[config.mk]
export PLATFORM = sky130hd
export DESIGN_NAME = matrix_row_packer
export DESIGN_NICKNAME = d
export VERILOG_FILES = /design/src/rtl/accel_pkg.sv /design/src/rtl/matrix_row_slot.sv /design/src/rtl/matrix_row_packer.sv
export SDC_FILE = /design/constraint.sdc
export NUM_CORES = 1
export LEC_CHECK = 0
export BUFFER_PORTS_ARGS = -buffer_cell sky130_fd_sc_hd__clkbuf_2
export CORE_MARGIN = 2
export CORE_UTILIZATION = 25
export DETAILED_ROUTE_END_ITERATION = 10
export GPL_TIMING_DRIVEN = 0
export HOLD_SLACK_MARGIN = 0.02
export PLACE_DENSITY = 0.51
export SYNTH_ARGS = -nofsm -noshare
export SYNTH_HDL_FRONTEND = slang
export SYNTH_SLANG_ARGS = --single-unit
[constraint.sdc]
create_clock -name clk -period 12.6 [get_ports clk]
set_input_delay 1.26 -clock clk [delete_from_list [all_inputs] [get_ports clk]]
set_output_delay 1.26 -clock clk [all_outputs]
set_load 0.02 [all_outputs]
[src/rtl/accel_pkg.sv]
// Shared definitions for the accelerator input path: FSM state encoding,
// default geometry and constants derived from it.
package accel_pkg;

  typedef enum logic [1:0] {
    ST_IDLE,
    ST_FILL,
    ST_SEND,
    ST_GAP
  } state_t;

  localparam int unsigned DEF_SIZE        = 8;
  localparam int unsigned DEF_WIDTH       = 32;
  localparam int unsigned DEF_MATRIX_SIZE = 32;

  localparam int unsigned TILES     = (DEF_MATRIX_SIZE / DEF_SIZE) * (DEF_MATRIX_SIZE / DEF_SIZE);
  localparam int unsigned ROW_IDX_W = $clog2(DEF_SIZE) + 1;

endpackage

[src/rtl/matrix_row_slot.sv]
// One row register written word-by-word and read whole, with a full flag
// that sets on the final word and clears when the row is handed off.
module matrix_row_slot #(
  parameter int unsigned SIZE  = 8,
  parameter int unsigned WIDTH = 32
) (
  input  logic                      clk,
  input  logic                      rst,
  input  logic                      i_wr_en,
  input  logic [$clog2(SIZE)-1:0]   i_wr_idx,
  input  logic [WIDTH-1:0]          i_wr_data,
  input  logic                      i_clr,
  output logic [SIZE*WIDTH-1:0]     o_data,
  output logic                      o_full
);

  localparam int unsigned L_IDX_W = $clog2(SIZE);

  logic [SIZE-1:0][WIDTH-1:0] r_words;
  logic                       r_full;

  always_ff @(posedge clk or posedge rst) begin
    if (rst) begin
      r_words <= '0;
      r_full  <= 1'b0;
    end else begin
      if (i_wr_en) begin
        r_words[i_wr_idx] <= i_wr_data;
      end
      if (i_clr) begin
        r_full <= 1'b0;
      end
      if (i_wr_en && (i_wr_idx == L_IDX_W'(SIZE - 1))) begin
        r_full <= 1'b1;
      end
    end
  end

  assign o_data = r_words;
  assign o_full = r_full;

endmodule

[src/rtl/matrix_row_packer.sv]
// Packs SIZE serial words per row and emits (SIZE+1)-row tiles over a full
// MATRIX_SIZE operand. Define ROW_SKID_EN for a second, ping-pong row slot.
module matrix_row_packer
  import accel_pkg::*;
#(
  parameter int unsigned SIZE        = DEF_SIZE,
  parameter int unsigned WIDTH       = DEF_WIDTH,
  parameter int unsigned MATRIX_SIZE = DEF_MATRIX_SIZE
) (
  input  logic                    clk,
  input  logic                    rst,
  input  logic                    start,
  input  logic [WIDTH-1:0]        s_data,
  input  logic                    s_valid,
  output logic                    s_ready,
  output logic [SIZE*WIDTH-1:0]   data_in,
  output logic [$clog2(SIZE):0]   index_in,
  output logic                    in_valid,
  output logic                    in_last,
  input  logic                    in_ready,
  output logic                    busy,
  output logic                    done
);

  localparam int unsigned L_TILES  = (MATRIX_SIZE / SIZE) * (MATRIX_SIZE / SIZE);
  localparam int unsigned L_IDX_W  = $clog2(SIZE) + 1;
  localparam int unsigned L_WCNT_W = $clog2(SIZE);
  localparam int unsigned L_TILE_W = (L_TILES > 1) ? $clog2(L_TILES) : 1;
`ifdef ROW_SKID_EN
  localparam int unsigned L_SLOTS  = 2;
  localparam int unsigned L_ROWS   = L_TILES * (SIZE + 1);
  localparam int unsigned L_WROW_W = $clog2(L_ROWS);
`else
  localparam int unsigned L_SLOTS  = 1;
`endif

  state_t                r_state, w_state_nxt;
  logic [L_WCNT_W-1:0]   r_wcnt;
  logic [L_IDX_W-1:0]    r_row, w_row_nxt;
  logic [L_TILE_W-1:0]   r_tile, w_tile_nxt;
  logic                  w_done_nxt;
  logic                  w_start_go;
  logic                  w_accept;
  logic                  w_row_filled;
  logic                  w_xfer;
  logic                  w_rd_full;
  logic                  w_wptr, w_rptr;
  logic [L_SLOTS-1:0]    w_full;
  logic [SIZE*WIDTH-1:0] w_slot_data [L_SLOTS];

  assign w_start_go   = (r_state == ST_IDLE) && start;
  assign w_accept     = s_valid && s_ready;
  assign w_row_filled = w_accept && (r_wcnt == L_WCNT_W'(SIZE - 1));
  assign w_xfer       = (r_state == ST_SEND) && in_ready;

  for (genvar g = 0; g < L_SLOTS; g++) begin : g_slot
    matrix_row_slot #(
      .SIZE (SIZE),
      .WIDTH(WIDTH)
    ) u_slot (
      .clk      (clk),
      .rst      (rst),
      .i_wr_en  (w_accept && (w_wptr == 1'(g))),
      .i_wr_idx (r_wcnt),
      .i_wr_data(s_data),
      .i_clr    (w_xfer && (w_rptr == 1'(g))),
      .o_data   (w_slot_data[g]),
      .o_full   (w_full[g])
    );
  end

`ifdef ROW_SKID_EN
  logic                r_wptr, r_rptr, r_fill_done;
  logic [L_WROW_W-1:0] r_wrow;

  // Write side runs ahead of the FSM; it stops once the matrix's last row is captured.
  always_ff @(posedge clk or posedge rst) begin
    if (rst) begin
      r_wptr      <= 1'b0;
      r_rptr      <= 1'b0;
      r_fill_done <= 1'b0;
      r_wrow      <= '0;
    end else if (w_start_go) begin
      r_wptr      <= 1'b0;
      r_rptr      <= 1'b0;
      r_fill_done <= 1'b0;
      r_wrow      <= '0;
    end else begin
      if (w_row_filled) begin
        r_wptr <= ~r_wptr;
        if (r_wrow == L_WROW_W'(L_ROWS - 1)) begin
          r_fill_done <= 1'b1;
          r_wrow      <= '0;
        end else begin
          r_wrow <= r_wrow + 1'b1;
        end
      end
      if (w_xfer) begin
        r_rptr <= ~r_rptr;
      end
    end
  end

  assign w_wptr    = r_wptr;
  assign w_rptr    = r_rptr;
  assign s_ready   = (r_state != ST_IDLE) && !r_fill_done && !w_full[w_wptr];
  assign w_rd_full = w_full[w_rptr] || (w_row_filled && (r_wptr == r_rptr));
`else
  assign w_wptr    = 1'b0;
  assign w_rptr    = 1'b0;
  assign s_ready   = (r_state == ST_FILL);
  assign w_rd_full = w_full[w_rptr] || w_row_filled;
`endif

  assign data_in  = w_slot_data[w_rptr];
  assign index_in = r_row;

  always_ff @(posedge clk or posedge rst) begin
    if (rst) begin
      r_wcnt <= '0;
    end else if (w_start_go) begin
      r_wcnt <= '0;
    end else if (w_accept) begin
      r_wcnt <= (r_wcnt == L_WCNT_W'(SIZE - 1)) ? '0 : r_wcnt + 1'b1;
    end
  end

  always_comb begin
    w_state_nxt = r_state;
    w_row_nxt   = r_row;
    w_tile_nxt  = r_tile;
    w_done_nxt  = 1'b0;
    case (r_state)
      ST_IDLE: begin
        if (start) begin
          w_state_nxt = ST_FILL;
          w_row_nxt   = '0;
          w_tile_nxt  = '0;
        end
      end
      ST_FILL: begin
        if (w_rd_full) begin
          w_state_nxt = ST_SEND;
        end
      end
      ST_SEND: begin
        if (in_ready) begin
          w_state_nxt = ST_GAP;
        end
      end
      ST_GAP: begin
        if (r_row == L_IDX_W'(SIZE)) begin
          w_row_nxt = '0;
          if (r_tile == L_TILE_W'(L_TILES - 1)) begin
            w_tile_nxt  = '0;
            w_state_nxt = ST_IDLE;
            w_done_nxt  = 1'b1;
          end else begin
            w_tile_nxt  = r_tile + 1'b1;
            w_state_nxt = ST_FILL;
          end
        end else begin
          w_row_nxt   = r_row + 1'b1;
          w_state_nxt = ST_FILL;
        end
      end
      default: w_state_nxt = ST_IDLE;
    endcase
  end

  // Outputs are registered from the next-state decode so they line up with the state.
  always_ff @(posedge clk or posedge rst) begin
    if (rst) begin
      r_state  <= ST_IDLE;
      r_row    <= '0;
      r_tile   <= '0;
      in_valid <= 1'b0;
      in_last  <= 1'b0;
      busy     <= 1'b0;
      done     <= 1'b0;
    end else begin
      r_state  <= w_state_nxt;
      r_row    <= w_row_nxt;
      r_tile   <= w_tile_nxt;
      in_valid <= (w_state_nxt == ST_SEND);
      in_last  <= (w_state_nxt == ST_SEND) && (w_row_nxt == L_IDX_W'(SIZE));
      busy     <= (w_state_nxt != ST_IDLE);
      done     <= w_done_nxt;
    end
  end

endmodule

==> run_summary.xml, run 1 <==
<?xml version="1.0" encoding="UTF-8"?>
<metrics>
  <group name="run_status">
    <metric name="run_status" unit="">complete, no violations</metric>
  </group>
  <group name="logic_synthesis">
    <metric name="syn_nets" unit="">698</metric>
    <metric name="synth_top_area_cell" unit="">sky130_fd_sc_hd__dfrtp_1</metric>
    <metric name="synth.yosys.warnings" unit="">0</metric>
    <metric name="synthDominantCellAreaShare" unit="%">65.63</metric>
    <metric name="synth_adder_area_share" unit="%">1.078</metric>
    <metric name="synth-xor-area-share" unit="%">0</metric>
    <metric name="async_flop_share" unit="%">100.0</metric>
    <metric name="synthFlopType" unit="">sky130_fd_sc_hd__dfrtp_1</metric>
    <metric name="synthTopCellsByCount" unit="">sky130_fd_sc_hd__dfrtp_1, sky130_fd_sc_hd__mux2_2, sky130_fd_sc_hd__mux2_1, sky130_fd_sc_hd__buf_2, sky130_fd_sc_hd__nand2_1</metric>
    <metric name="synth_enable_flop_cells" unit="">0</metric>
    <metric name="dominant_combinational_cell_family_by_area_after_synthesis" unit="">multiplexers</metric>
    <metric name="ys_seq_area_share" unit="%">65.63</metric>
    <metric name="fraction_of_the_mapped_netlist_area_in_compound_gates" unit="%">1.497</metric>
    <metric name="yosys.cell_count.top_type" unit="">sky130_fd_sc_hd__dfrtp_1</metric>
    <metric name="synthMuxAreaShare" unit="%">27.89</metric>
    <metric name="synth_area_leaders" unit="">sky130_fd_sc_hd__dfrtp_1, sky130_fd_sc_hd__mux2_2, sky130_fd_sc_hd__mux2_1</metric>
    <metric name="synth_simple_gate_area_share" unit="%">2.287</metric>
    <metric name="ys_ff_latch" unit="">274</metric>
    <metric name="netlist_instances" unit="">652</metric>
    <metric name="synthDistinctLibCells" unit="">34</metric>
    <metric name="synth.avg_cell_area" unit="sq um">16.02</metric>
    <metric name="post_synth_instance_area" unit="sq mm">0.01045</metric>
  </group>
  <group name="die">
    <metric name="rows" unit="">74</metric>
    <metric name="pin_count" unit="">302</metric>
    <metric name="die_width" unit="microns">208.4</metric>
    <metric name="start_util" unit="%">25.47</metric>
    <metric name="dieHeight" unit="microns">208.4</metric>
    <metric name="dieArea" unit="sq mm">0.04344</metric>
    <metric name="coreArea" unit="sq mm">0.04102</metric>
  </group>
  <group name="cts">
    <metric name="clock_tree_from_tritoncts" unit="">done</metric>
    <metric name="cts-root-buf" unit="">sky130_fd_sc_hd__clkbuf_16</metric>
    <metric name="cts_hold_buf" unit="">0</metric>
    <metric name="clockBufferDepth" unit="">3</metric>
    <metric name="htreeDepth" unit="">1</metric>
    <metric name="clk_pin_slew_worst_paths" unit="ps">60</metric>
    <metric name="cts.repair.resized" unit="">0</metric>
    <metric name="clock_insertion_delay_worst_skew" unit="ps">560</metric>
    <metric name="cts_setup_buffers" unit="">0</metric>
    <metric name="cts_inserted_buffers" unit="">31</metric>
    <metric name="number_of_clock_sinks" unit="">274</metric>
  </group>
  <group name="timing">
    <metric name="count_of_final_max_slew_check_failures" unit="">0</metric>
    <metric name="max_freq" unit="GHz">0.3537</metric>
    <metric name="grt_setup_unrepaired" unit="">false</metric>
    <metric name="share_of_the_clock_period_used_by_the_worst_path" unit="%">22.44</metric>
    <metric name="report.final.setup_viol" unit="">0</metric>
    <metric name="worst-slew-pin-transition" unit="ps">969.9</metric>
    <metric name="finalSetupTns" unit="ps">0</metric>
    <metric name="clock-skew-final" unit="ps">16.26</metric>
    <metric name="timing.max_slew.rel_slack" unit="%">34.84</metric>
    <metric name="final.min_clock_period" unit="ps">2827</metric>
    <metric name="final_hold_viol_count" unit="">0</metric>
  </group>
  <group name="worst_setup_path">
    <metric name="critical_path.endpoint_type" unit="">output port</metric>
    <metric name="max_stage_delay" unit="ps">400</metric>
    <metric name="critPathKind" unit="">flip-flop to output port</metric>
    <metric name="timing.critical_path.slowest_stage_cell" unit="">sky130_fd_sc_hd__dfrtp_1</metric>
    <metric name="r2r_setup_slack" unit="ps">9800</metric>
    <metric name="regToRegEndpoint" unit="">g_slot[0].u_slot.o_data[212]$_DFFE_PP0P_</metric>
    <metric name="timing.critical_path.required" unit="ps">11340</metric>
    <metric name="r2r-start" unit="">r_state[1]$_DFF_PP0_</metric>
    <metric name="startpoint_type" unit="">flip-flop</metric>
    <metric name="crit_fanout" unit="">6</metric>
    <metric name="crit_path_cell_chain" unit="">inv_1, ha_1, clkbuf_2</metric>
    <metric name="rr_worst_depth" unit="">6</metric>
    <metric name="critical_path_arrival" unit="ps">1570</metric>
  </group>
  <group name="global_route">
    <metric name="antenna_violations_before_repair" unit="">0</metric>
    <metric name="grt_use_total" unit="%">13.37</metric>
    <metric name="grt_remaining_overflow" unit="">0</metric>
    <metric name="grt_start_max_net_pins" unit="">104</metric>
    <metric name="via_count_of_the_first_global_routing_pass" unit="">6911</metric>
    <metric name="grt_pass1_wl" unit="microns">44820</metric>
  </group>
  <group name="run">
    <metric name="max_cap_violations" unit="">0</metric>
  </group>
  <group name="routing">
    <metric name="detailroute.via_count" unit="">6645</metric>
    <metric name="antenna_left" unit="">0</metric>
    <metric name="drc_violation_count_after_routing" unit="">0</metric>
    <metric name="detail_route.vias_per_cell" unit="">4.315</metric>
    <metric name="drt_pass1_iterations" unit="">4</metric>
    <metric name="initialDrtViolationCount" unit="">221</metric>
    <metric name="routed_wirelength" unit="microns">29300</metric>
    <metric name="detail_route.wl_per_cell" unit="microns">19.03</metric>
  </group>
  <group name="worst_hold_path">
    <metric name="min_from" unit="">g_slot[0].u_slot.o_data[151]$_DFFE_PP0P_</metric>
    <metric name="hold_wc_path_type" unit="">flip-flop to flip-flop</metric>
    <metric name="hold_path_depth" unit="">1</metric>
    <metric name="hold_end" unit="">g_slot[0].u_slot.o_data[151]$_DFFE_PP0P_</metric>
  </group>
  <group name="final_layout">
    <metric name="flow.area_growth_from_synthesis" unit="%">30.43</metric>
    <metric name="multi_input_area" unit="sq mm">0.003422</metric>
    <metric name="final_cell_count_no_fill" unit="">1540</metric>
    <metric name="antenna-diode-count" unit="">0</metric>
    <metric name="register_area" unit="sq mm">0.006857</metric>
    <metric name="drive_above_1_share" unit="%">55.85</metric>
    <metric name="final.fill_count" unit="">4109</metric>
    <metric name="nets" unit="">1034</metric>
  </group>
  <group name="place">
    <metric name="detailed_place_hpwl" unit="microns">20110</metric>
    <metric name="gpl.final_weighted_congestion" unit="">0.7363</metric>
    <metric name="placed_cells_incl_taps" unit="">1487</metric>
    <metric name="placement.io_buffers" unit="">301</metric>
  </group>
  <group name="pwr">
    <metric name="vdd_ir_drop_max" unit="mV">0.1188</metric>
    <metric name="report.power.total" unit="mW">3.381</metric>
    <metric name="power.density_cell_area" unit="mW/mm^2">248.1</metric>
    <metric name="cellLeakagePower" unit="nW">7.022</metric>
  </group>
</metrics>
==> flip-flops by register name, indices dropped and copies added, names as in the netlist <==
| name | flops |
|---|---|
| g_slot.u_slot.o_data | 256 |
| index_in | 4 |
| r_tile | 4 |
| r_wcnt | 3 |
| r_state | 2 |
| busy | 1 |
| done | 1 |
| g_slot.u_slot.o_full | 1 |
| in_last | 1 |
| in_valid | 1 |
==> cells in the final DEF (no fill, tap or decap), drive strengths merged <==
cell and count:
a21o 1, nand3 5, or3 1, a32o 1, nand3b 2, o311ai 1
dfrtp 274, clkinvlp 1, nand4 2, nand2b 4, o41ai 1, nor3 5
o31ai 1, a22o 1, clkbuf 353, nor3b 1, o32a 1, or2 1
ha 9, mux2i 2, a211oi 2, mux2 257, and3 1, clkinv 3
inv 10, a31oi 1, nor4 1, or4 1, buf 26, o21ai 7
a21oi 6, nor2 10, o2bb2ai 1, nand2 15
==> metal layers <==
layer  GRT usage (%)  vias to the layer above  part of all wire [%]  wire, microns
met5               0                        -                     0              0
met4           3.076                        0                   1.7            499
met3           3.758                       35                   7.0           2039
met2           21.47                      205                    46          13520
met1           17.90                     3410                    45          13240
li1                -                     2995                     -              -
==> area by class of cell <==
| cell class | instances | area share, % |
|---|---|---|
| flip-flops and latches | 274 | 50.32 |
| multi-input cells | 341 | 25.11 |
| repair buffers | 303 | 11.46 |
| plain buffers | 28 | 0.9916 |
| inverters | 9 | 0.3030 |
| clock inverters | 5 | 0.2571 |
| clock buffers | 48 | 6.675 |
| well taps | 532 | 4.885 |
==> where the power goes <==
part           switching (mW)  internal (mW)  leakage (nW)  total (mW)
clock                   0.352          0.491         0.461       0.843
combinational           0.734          0.451          2.96        1.18
sequential              0.162           1.19          3.60        1.35
total                    1.25           2.13          7.02        3.38
==> how the worst max path moves through the flow <==
stage | slack (ps) | startpoint | endpoint | depth (start not counted)
floorplan | 3790 | rst | busy$_DFF_PP0_ | 1
global placement | 220 | rst | r_state[0]$_DFF_PP0_ | 2
detailed placement | 8990 | s_valid | g_slot[0].u_slot.o_data[220]$_DFFE_PP0P_ | 5
CTS | 9580 | r_state[1]$_DFF_PP0_ | g_slot[0].u_slot.o_data[220]$_DFFE_PP0P_ | 6
global route | 9450 | r_state[1]$_DFF_PP0_ | g_slot[0].u_slot.o_data[216]$_DFFE_PP0P_ | 6
finish | 9770 | r_state[1]$_DFF_PP0_ | s_ready | 3
==> kinds of logic (layout without fill, tap and decap cells) <==
logic type | count (synthesis) | in the layout
DFF | 274 | 274
muxes | 259 | 259
and+or+nand+nor | 49 | 49
buffers and inverters | 37 | 393
AOI/OAI and AO/OA | 24 | 24
adders and majority gates | 9 | 9
==> through the flow <==
stage	hold slack [ps]	setup WS, ps	area, sq um	utilization, %
after CTS	491.8	9583	13630	33.22
after global placement	467.7	215.9	12620	30.77
final	486.6	9773	13630	33.22
after floorplan	448.0	3788	10450	-
after global routing	507.4	9454	13630	33.22
after detailed placement	479.0	8986	12680	30.92
==> critical path, delay by kind of cell, from the launching register on <==
family	cells	cell delay [ps]
DFF	1	400
buffers and inverters	2	320
adders and majority gates	1	290
No activity file was read; power rests on OpenSTA's default activity.
==> run 2, diff against run 1 <==
Settings changed: ABC_AREA from default to 1.
Clock period 12.6 ns to 2.8 ns, I/O delays scaled along.
==> run 2 against run 1 <==
Net effect:
- largest cell class unchanged
- via count increased by 24%
- total power increased to 5.2 times the previous value
- final area increased by 3.4%
- register-to-register slack got worse by 8900 ps
- sequential share of layout area decreased by 1.7 points
- synthesized cell count increased by 52%
- sequential power increased to 4.9 times the previous value
- critical path depth increased by 5
==> run_summary.xml, run 2 <==
<?xml version="1.0" encoding="UTF-8"?>
<metrics>
  <group name="cts">
    <metric name="clock_insertion_delay_worst_skew" unit="ps">570</metric>
    <metric name="cts_inserted_buffers" unit="">30</metric>
    <metric name="cts.repair.resized" unit="">0</metric>
    <metric name="clk_pin_slew_worst_paths" unit="ps">60</metric>
    <metric name="htreeDepth" unit="">1</metric>
    <metric name="clock_tree_from_tritoncts" unit="">done</metric>
    <metric name="number_of_clock_sinks" unit="">274</metric>
    <metric name="cts-root-buf" unit="">sky130_fd_sc_hd__clkbuf_16</metric>
    <metric name="clockBufferDepth" unit="">3</metric>
  </group>
  <group name="worst_setup_path">
    <metric name="timing.critical_path.slowest_stage_cell" unit="">sky130_fd_sc_hd__dfrtp_1</metric>
    <metric name="cp.buffers_inverters" unit="">2</metric>
    <metric name="critical-path-top-delay-family" unit="">simple AND/OR/NAND/NOR gates</metric>
    <metric name="critical_path.endpoint_type" unit="">flip-flop</metric>
    <metric name="critical_path_arrival" unit="ps">2340</metric>
    <metric name="max_stage_delay" unit="ps">400</metric>
    <metric name="critPathKind" unit="">flip-flop to flip-flop</metric>
    <metric name="startpoint_type" unit="">flip-flop</metric>
    <metric name="timing.critical_path.required" unit="ps">3230</metric>
    <metric name="critPathMostFrequentCell" unit="">sky130_fd_sc_hd__nand2_4</metric>
    <metric name="crit_path_cell_chain" unit="">inv_1, ha_1, nand2_4, nor2_8, nand2_4, buf_2, nand2_1, o21ai_0</metric>
    <metric name="crit_fanout" unit="">10</metric>
  </group>
  <group name="logic_synthesis">
    <metric name="synthTopCellsByCount" unit="">sky130_fd_sc_hd__nand2_1, sky130_fd_sc_hd__dfrtp_1, sky130_fd_sc_hd__o21ai_0, sky130_fd_sc_hd__o21ai_1, sky130_fd_sc_hd__inv_1</metric>
    <metric name="synthFlopType" unit="">sky130_fd_sc_hd__dfrtp_1</metric>
    <metric name="yosys.cell_count.top_type" unit="">sky130_fd_sc_hd__nand2_1</metric>
    <metric name="netlist_instances" unit="">991</metric>
    <metric name="synthDistinctLibCells" unit="">21</metric>
    <metric name="synth.yosys.warnings" unit="">0</metric>
    <metric name="post_synth_instance_area" unit="sq mm">0.01061</metric>
    <metric name="ys_seq_area_share" unit="%">64.62</metric>
    <metric name="synth_top_area_cell" unit="">sky130_fd_sc_hd__dfrtp_1</metric>
    <metric name="synth_area_leaders" unit="">sky130_fd_sc_hd__dfrtp_1, sky130_fd_sc_hd__nand2_1, sky130_fd_sc_hd__o21ai_0</metric>
    <metric name="syn_nets" unit="">1037</metric>
    <metric name="synth_enable_flop_cells" unit="">0</metric>
    <metric name="synthDominantCellAreaShare" unit="%">64.62</metric>
    <metric name="ys_ff_latch" unit="">274</metric>
    <metric name="async_flop_share" unit="%">100.0</metric>
    <metric name="synth.avg_cell_area" unit="sq um">10.71</metric>
  </group>
  <group name="die">
    <metric name="pin_count" unit="">302</metric>
    <metric name="dieHeight" unit="microns">210.0</metric>
    <metric name="start_util" unit="%">25.30</metric>
    <metric name="dieArea" unit="sq mm">0.04411</metric>
    <metric name="die_width" unit="microns">210.0</metric>
    <metric name="rows" unit="">75</metric>
    <metric name="coreArea" unit="sq mm">0.04195</metric>
  </group>
  <group name="global_route">
    <metric name="via_count_of_the_first_global_routing_pass" unit="">8376</metric>
    <metric name="grt_pass1_wl" unit="microns">53480</metric>
    <metric name="grt_start_max_net_pins" unit="">41</metric>
    <metric name="grt_remaining_overflow" unit="">0</metric>
    <metric name="antenna_violations_before_repair" unit="">1</metric>
    <metric name="grt_use_total" unit="%">15.85</metric>
  </group>
  <group name="place">
    <metric name="placed_cells_incl_taps" unit="">1839</metric>
    <metric name="gpl.final_weighted_congestion" unit="">0.7544</metric>
    <metric name="pre_cts_ws" unit="ps">840.0</metric>
    <metric name="placement.io_buffers" unit="">301</metric>
    <metric name="detailed_place_hpwl" unit="microns">25800</metric>
  </group>
  <group name="timing">
    <metric name="worst_slack" unit="ps">882.0</metric>
    <metric name="clock-skew-final" unit="ps">7.296</metric>
    <metric name="max_freq" unit="GHz">0.5214</metric>
    <metric name="finalSetupTns" unit="ps">0</metric>
    <metric name="grt_setup_unrepaired" unit="">false</metric>
    <metric name="report.final.setup_viol" unit="">0</metric>
    <metric name="timing.max_slew.rel_slack" unit="%">57.14</metric>
    <metric name="final.min_clock_period" unit="ps">1918</metric>
    <metric name="worst-slew-pin-transition" unit="ps">641.5</metric>
    <metric name="count_of_final_max_slew_check_failures" unit="">0</metric>
    <metric name="share_of_the_clock_period_used_by_the_worst_path" unit="%">68.50</metric>
    <metric name="final_hold_viol_count" unit="">0</metric>
  </group>
  <group name="final_layout">
    <metric name="final_cell_count_no_fill" unit="">1894</metric>
    <metric name="drive_above_1_share" unit="%">34.91</metric>
    <metric name="most_frequent_cells_in_the_layout" unit="">sky130_fd_sc_hd__clkbuf_2, sky130_fd_sc_hd__nand2_1, sky130_fd_sc_hd__dfrtp_1</metric>
    <metric name="largest_register_ffs" unit="">256</metric>
    <metric name="layout.cells.most_common" unit="">sky130_fd_sc_hd__clkbuf_2</metric>
    <metric name="flow.area_growth_from_synthesis" unit="%">32.80</metric>
    <metric name="nets" unit="">1380</metric>
    <metric name="antenna-diode-count" unit="">0</metric>
  </group>
  <group name="run">
    <metric name="max_cap_violations" unit="">0</metric>
  </group>
  <group name="pwr">
    <metric name="cellLeakagePower" unit="nW">7.416</metric>
    <metric name="report.power.total" unit="mW">17.65</metric>
    <metric name="vdd_ir_drop_max" unit="mV">0.5813</metric>
    <metric name="power.density_cell_area" unit="mW/mm^2">1253</metric>
  </group>
  <group name="worst_hold_path">
    <metric name="hold_wc_path_type" unit="">input pin to flip-flop</metric>
  </group>
  <group name="routing">
    <metric name="drt_pass1_iterations" unit="">7</metric>
    <metric name="drc_violation_count_after_routing" unit="">0</metric>
    <metric name="detail_route.vias_per_cell" unit="">4.346</metric>
    <metric name="detail_route.wl_per_cell" unit="microns">18.62</metric>
    <metric name="detailroute.via_count" unit="">8231</metric>
    <metric name="initialDrtViolationCount" unit="">459</metric>
    <metric name="antenna_left" unit="">0</metric>
    <metric name="routed_wirelength" unit="microns">35260</metric>
  </group>
  <group name="run_status">
    <metric name="run_status" unit="">complete, no violations</metric>
  </group>
</metrics>
run 2: changes by cell type in the layout (fill, tap and decap cells not counted), moves of 18 or more:
| cell | previous run | this run |
|---|---|---|
| sky130_fd_sc_hd__nand2_1 | 14 | 289 |
| sky130_fd_sc_hd__o21ai_1 | 0 | 97 |
| sky130_fd_sc_hd__o21ai_2 | 0 | 55 |
| sky130_fd_sc_hd__mux2_1 | 67 | 0 |
| sky130_fd_sc_hd__inv_1 | 8 | 58 |
| sky130_fd_sc_hd__mux2_2 | 190 | 0 |
| sky130_fd_sc_hd__o21ai_0 | 7 | 111 |
| sky130_fd_sc_hd__buf_2 | 24 | 6 |
| sky130_fd_sc_hd__buf_6 | 0 | 37 |
run 2: where the power goes:
group          leakage, nW  switching, mW  internal [mW]
Sequential            3.58          0.994           5.62
Clock                0.546           1.63           2.82
Combinational         3.29           4.46           2.13
Total                 7.42           7.09           10.6
run 2: worst paths after layout:
path                                                    startpoint                                  endpoint  slack, ps  cells past startpoint
setup / recovery                              r_state[1]$_DFF_PP0_   g_slot[0].u_slot.o_data[10]$_DFFE_PP0P_        880                      8
hold / removal                                               start                      r_state[1]$_DFF_PP0_         70                      4
setup reg to reg                              r_state[1]$_DFF_PP0_   g_slot[0].u_slot.o_data[10]$_DFFE_PP0P_        880                      8
hold reg to reg            g_slot[0].u_slot.o_data[84]$_DFFE_PP0P_   g_slot[0].u_slot.o_data[84]$_DFFE_PP0P_        480                      2
max in group asynchronous                                      rst  g_slot[0].u_slot.o_data[163]$_DFFE_PP0P_       1160                      7
min in group asynchronous                                      rst   g_slot[0].u_slot.o_data[85]$_DFFE_PP0P_        350                      3
run 2: layer usage:
metal | up-vias | share of wire, % | track usage (%)
li1 | 3937 | - | -
met1 | 4055 | 45 | 21.48
met2 | 205 | 47 | 25.96
met3 | 34 | 6.1 | 3.605
met4 | 0 | 1.7 | 3.424
met5 | - | 0 | 0
run 2: stage by stage:
step	hold slack, ps	util, %	cell area, sq um
after floorplan	467.9	-	10620
after CTS	35.15	33.60	14090
final	68.54	33.60	14090
after global routing	85.63	33.60	14090
after detailed placement	386.6	30.89	12960
after global placement	465.1	30.51	12800
run 2: area by class of cell:
cell class | instances | area (sq um)
inverters | 60 | 229.0
clock inverters | 6 | 180.2
clock buffers | 47 | 935.9
repair buffers | 311 | 1687
multi-input cells | 609 | 3045
well taps | 539 | 674.4
flip-flops and latches | 274 | 6857
fillers | 4364 | 27850
plain buffers | 48 | 484.2
run 2: kinds of logic after synthesis:
| kind of cell | synth area share [%] |
|---|---|
| AO/OA/AOI/OAI | 14.66 |
| XOR/XNOR | 0.08255 |
| adder cells (fa/ha/maj) | 1.061 |
| buffers and inverters | 6.686 |
| flip-flops | 64.62 |
| AND/OR/NAND/NOR | 12.90 |
run 2: timing repair:
action / 4_1_cts / 5_1_grt
setup buffers: 0 / 0
hold buffers: 2 / 0
endpoints found under the setup margin: 0 / 0
hold endpoints to repair: 25 / 0
run 2: worst register-to-register path, cell delays in order (launching register included):
cell                      delay, ps
sky130_fd_sc_hd__dfrtp_1        400
sky130_fd_sc_hd__inv_1          120
sky130_fd_sc_hd__ha_1           300
sky130_fd_sc_hd__nand2_4        150
sky130_fd_sc_hd__nor2_8         180
sky130_fd_sc_hd__nand2_4        170
sky130_fd_sc_hd__buf_2          280
sky130_fd_sc_hd__nand2_1         90
sky130_fd_sc_hd__o21ai_0         80
==> run 3, diff against run 2 <==
Settings changed: ABC_AREA 1 to 0.
Clock period 2.8 ns to 1.85 ns, I/O delays scaled along.
==> run 3 against run 2 <==
Net effect:
- the run now ends with setup timing left
- clock skew is 10 ps higher
- fmax is 2.4% lower
- final area is 15% higher
- setup slack worse by 1000 ps
- clock power is 44% higher
- non-clock buffer count is 61 higher
- core utilization is 5.7 points higher
- critical path depth is 1 higher
- global-route usage is 1.2 points lower
- register-to-register slack worse by 1000 ps
- clock-buffer cell count is 6 higher
- critical endpoint is now g_slot[0].u_slot.o_data[132]$_DFFE_PP0P_
==> run_summary.xml, run 3 (synthesis gave the netlist of run 1 again) <==
<?xml version="1.0" encoding="UTF-8"?>
<metrics>
  <group name="cts">
    <metric name="clock_insertion_delay_worst_skew" unit="ps">520</metric>
    <metric name="htreeDepth" unit="">2</metric>
    <metric name="number_of_clock_sinks" unit="">274</metric>
    <metric name="clock_tree_from_tritoncts" unit="">done</metric>
    <metric name="clk_pin_slew_worst_paths" unit="ps">50</metric>
    <metric name="cts-root-buf" unit="">sky130_fd_sc_hd__clkbuf_16</metric>
    <metric name="cts_inserted_buffers" unit="">34</metric>
    <metric name="clockBufferDepth" unit="">3</metric>
  </group>
  <group name="worst_setup_path">
    <metric name="critPathMostFrequentCell" unit="">sky130_fd_sc_hd__buf_6</metric>
    <metric name="startpoint_type" unit="">flip-flop</metric>
    <metric name="critical-path-top-delay-family" unit="">buffers and inverters</metric>
    <metric name="crit_fanout" unit="">5</metric>
    <metric name="r2r-start" unit="">r_state[1]$_DFF_PP0_</metric>
    <metric name="timing.critical_path.slowest_stage_cell" unit="">sky130_fd_sc_hd__dfrtp_1</metric>
    <metric name="critPathKind" unit="">flip-flop to flip-flop</metric>
    <metric name="crit_path_cell_chain" unit="">inv_2, ha_4, nand2_8, buf_6, buf_6, nor3_4, buf_6, clkbuf_16, mux2_4</metric>
    <metric name="timing.critical_path.from" unit="">r_state[1]$_DFF_PP0_</metric>
    <metric name="critical_path_arrival" unit="ps">2370</metric>
    <metric name="cp.buffers_inverters" unit="">5</metric>
    <metric name="critical_path.endpoint_type" unit="">flip-flop</metric>
    <metric name="timing.critical_path.required" unit="ps">2250</metric>
    <metric name="max_stage_delay" unit="ps">390</metric>
  </group>
  <group name="routing">
    <metric name="initialDrtViolationCount" unit="">321</metric>
    <metric name="antenna_left" unit="">0</metric>
    <metric name="met3WireLength" unit="microns">2307</metric>
    <metric name="met1Wirelength" unit="microns">15670</metric>
    <metric name="drc_violation_count_after_routing" unit="">0</metric>
    <metric name="met2_routed_wirelength" unit="microns">16670</metric>
    <metric name="drt_pass1_iterations" unit="">4</metric>
    <metric name="detailroute.via_count" unit="">7109</metric>
    <metric name="detail_route.wl_per_cell" unit="microns">21.58</metric>
    <metric name="routed_wirelength" unit="microns">35270</metric>
    <metric name="highest_layer" unit="">met4</metric>
    <metric name="detail_route.vias_per_cell" unit="">4.351</metric>
  </group>
  <group name="global_route">
    <metric name="grt_use_total" unit="%">14.68</metric>
    <metric name="grt_start_max_net_pins" unit="">41</metric>
    <metric name="antenna_violations_before_repair" unit="">0</metric>
    <metric name="via_count_of_the_first_global_routing_pass" unit="">7430</metric>
    <metric name="grt_remaining_overflow" unit="">0</metric>
    <metric name="grt_pass1_wl" unit="microns">48480</metric>
  </group>
  <group name="final_layout">
    <metric name="nets" unit="">1127</metric>
    <metric name="layout.cells.most_common" unit="">sky130_fd_sc_hd__clkbuf_2</metric>
    <metric name="largest_register_ffs" unit="">256</metric>
    <metric name="antenna-diode-count" unit="">0</metric>
    <metric name="final.fill_count" unit="">3882</metric>
    <metric name="final_cell_count_no_fill" unit="">1634</metric>
    <metric name="layout.cell_area.non_filler" unit="sq mm">0.01614</metric>
    <metric name="drive_above_1_share" unit="%">64.70</metric>
    <metric name="most_frequent_cells_in_the_layout" unit="">sky130_fd_sc_hd__clkbuf_2, sky130_fd_sc_hd__dfrtp_1, sky130_fd_sc_hd__mux2_4</metric>
    <metric name="flow.area_growth_from_synthesis" unit="%">54.47</metric>
  </group>
  <group name="timing">
    <metric name="share_of_the_clock_period_used_by_the_worst_path" unit="%">106.2</metric>
    <metric name="worst_slack" unit="ps">-115.6</metric>
    <metric name="report.final.setup_viol" unit="">215</metric>
    <metric name="timing.max_slew.rel_slack" unit="%">57.47</metric>
    <metric name="final_hold_viol_count" unit="">0</metric>
    <metric name="grt_setup_unrepaired" unit="">true</metric>
    <metric name="finalSetupTns" unit="ps">-10660</metric>
    <metric name="worst-slew-pin-transition" unit="ps">634.4</metric>
    <metric name="final.min_clock_period" unit="ps">1966</metric>
    <metric name="clock-skew-final" unit="ps">17.37</metric>
    <metric name="max_freq" unit="GHz">0.5088</metric>
    <metric name="count_of_final_max_slew_check_failures" unit="">0</metric>
    <metric name="fin_worst_hold_slack" unit="ps">56.58</metric>
  </group>
  <group name="place">
    <metric name="placed_cell_area" unit="sq mm">0.01279</metric>
    <metric name="gpl.final_weighted_congestion" unit="">0.7108</metric>
    <metric name="placement.io_buffers" unit="">301</metric>
    <metric name="pre_cts_ws" unit="ps">-544.6</metric>
    <metric name="detailed_place_hpwl" unit="microns">20850</metric>
    <metric name="placed_cells_incl_taps" unit="">1492</metric>
  </group>
  <group name="pwr">
    <metric name="vdd_ir_drop_max" unit="mV">0.9528</metric>
    <metric name="cellLeakagePower" unit="nW">8.233</metric>
    <metric name="power.density_cell_area" unit="mW/mm^2">1613</metric>
  </group>
  <group name="run_status">
    <metric name="violated_checks" unit="">setup timing</metric>
    <metric name="run_status" unit="">finished, violations left</metric>
  </group>
  <group name="die">
    <metric name="dieArea" unit="sq mm">0.04344</metric>
    <metric name="die_width" unit="microns">208.4</metric>
    <metric name="rows" unit="">74</metric>
    <metric name="pin_count" unit="">302</metric>
    <metric name="coreArea" unit="sq mm">0.04102</metric>
    <metric name="start_util" unit="%">25.47</metric>
    <metric name="dieHeight" unit="microns">208.4</metric>
  </group>
  <group name="worst_hold_path">
    <metric name="min_from" unit="">s_data[23]</metric>
    <metric name="hold_wc_path_type" unit="">input pin to flip-flop</metric>
  </group>
  <group name="run">
    <metric name="max_cap_violations" unit="">0</metric>
  </group>
</metrics>
==> run 3: through the flow <==
stage / util, % / power, mW
finish: 39.34 / 26.04
global route: 39.34 / 27.41
CTS: 36.94 / 25.64
detailed placement: 31.19 / 17.65
global placement: 30.85 / 17.49
floorplan: - / 14.28
==> run 3: layout make-up <==
| type | count | area, sq um | share of cell area, % |
|---|---|---|---|
| sequential | 274 | 6860 | 42.51 |
| timing repair buffer | 396 | 2885 | 17.88 |
| buffer | 24 | 480.5 | 2.977 |
| inverter | 9 | 37.54 | 0.2326 |
| timing repair inverter | 1 | 5.005 | 0.03101 |
| tap | 532 | 665.6 | 4.125 |
| multi-input combinational | 341 | 4126 | 25.57 |
| clock buffer | 53 | 1026 | 6.358 |
| clock inverter | 4 | 51.30 | 0.3179 |
==> run 3: path summary, 6_finish.rpt <==
kind,end,slack (ps),cells past startpoint
max,g_slot[0].u_slot.o_data[132]$_DFFE_PP0P_,-120,9
min,g_slot[0].u_slot.o_data[215]$_DFFE_PP0P_,60,2
max reg2reg,g_slot[0].u_slot.o_data[132]$_DFFE_PP0P_,-120,9
min reg2reg,g_slot[0].u_slot.o_data[40]$_DFFE_PP0P_,490,1
max in group asynchronous,g_slot[0].u_slot.o_data[216]$_DFFE_PP0P_,260,7
min in group asynchronous,g_slot[0].u_slot.o_data[173]$_DFFE_PP0P_,280,3
==> run 3: power by group <==
| part | total, mW | switching, mW | internal, mW |
|---|---|---|---|
| Sequential | 9.29 | 1.17 | 8.13 |
| Clock | 6.43 | 2.50 | 3.94 |
| Combinational | 10.3 | 5.53 | 4.77 |
==> run 3: timing repair <==
action,in CTS,in global routing
gates resized for setup,186,105
gates cloned,3,21
hold buffers,29,0
setup endpoints to repair,259,284
endpoints found under the hold margin,230,0
buffers inserted,28,9
pin swaps,8,6
==> run 3: layer usage <==
layer  global-route usage (%)  vias up
met5                   0.4449        -
met2                    23.62      217
met4                    3.944        0
met1                    18.74     3673
met3                    5.072       44
li1                         -     3175
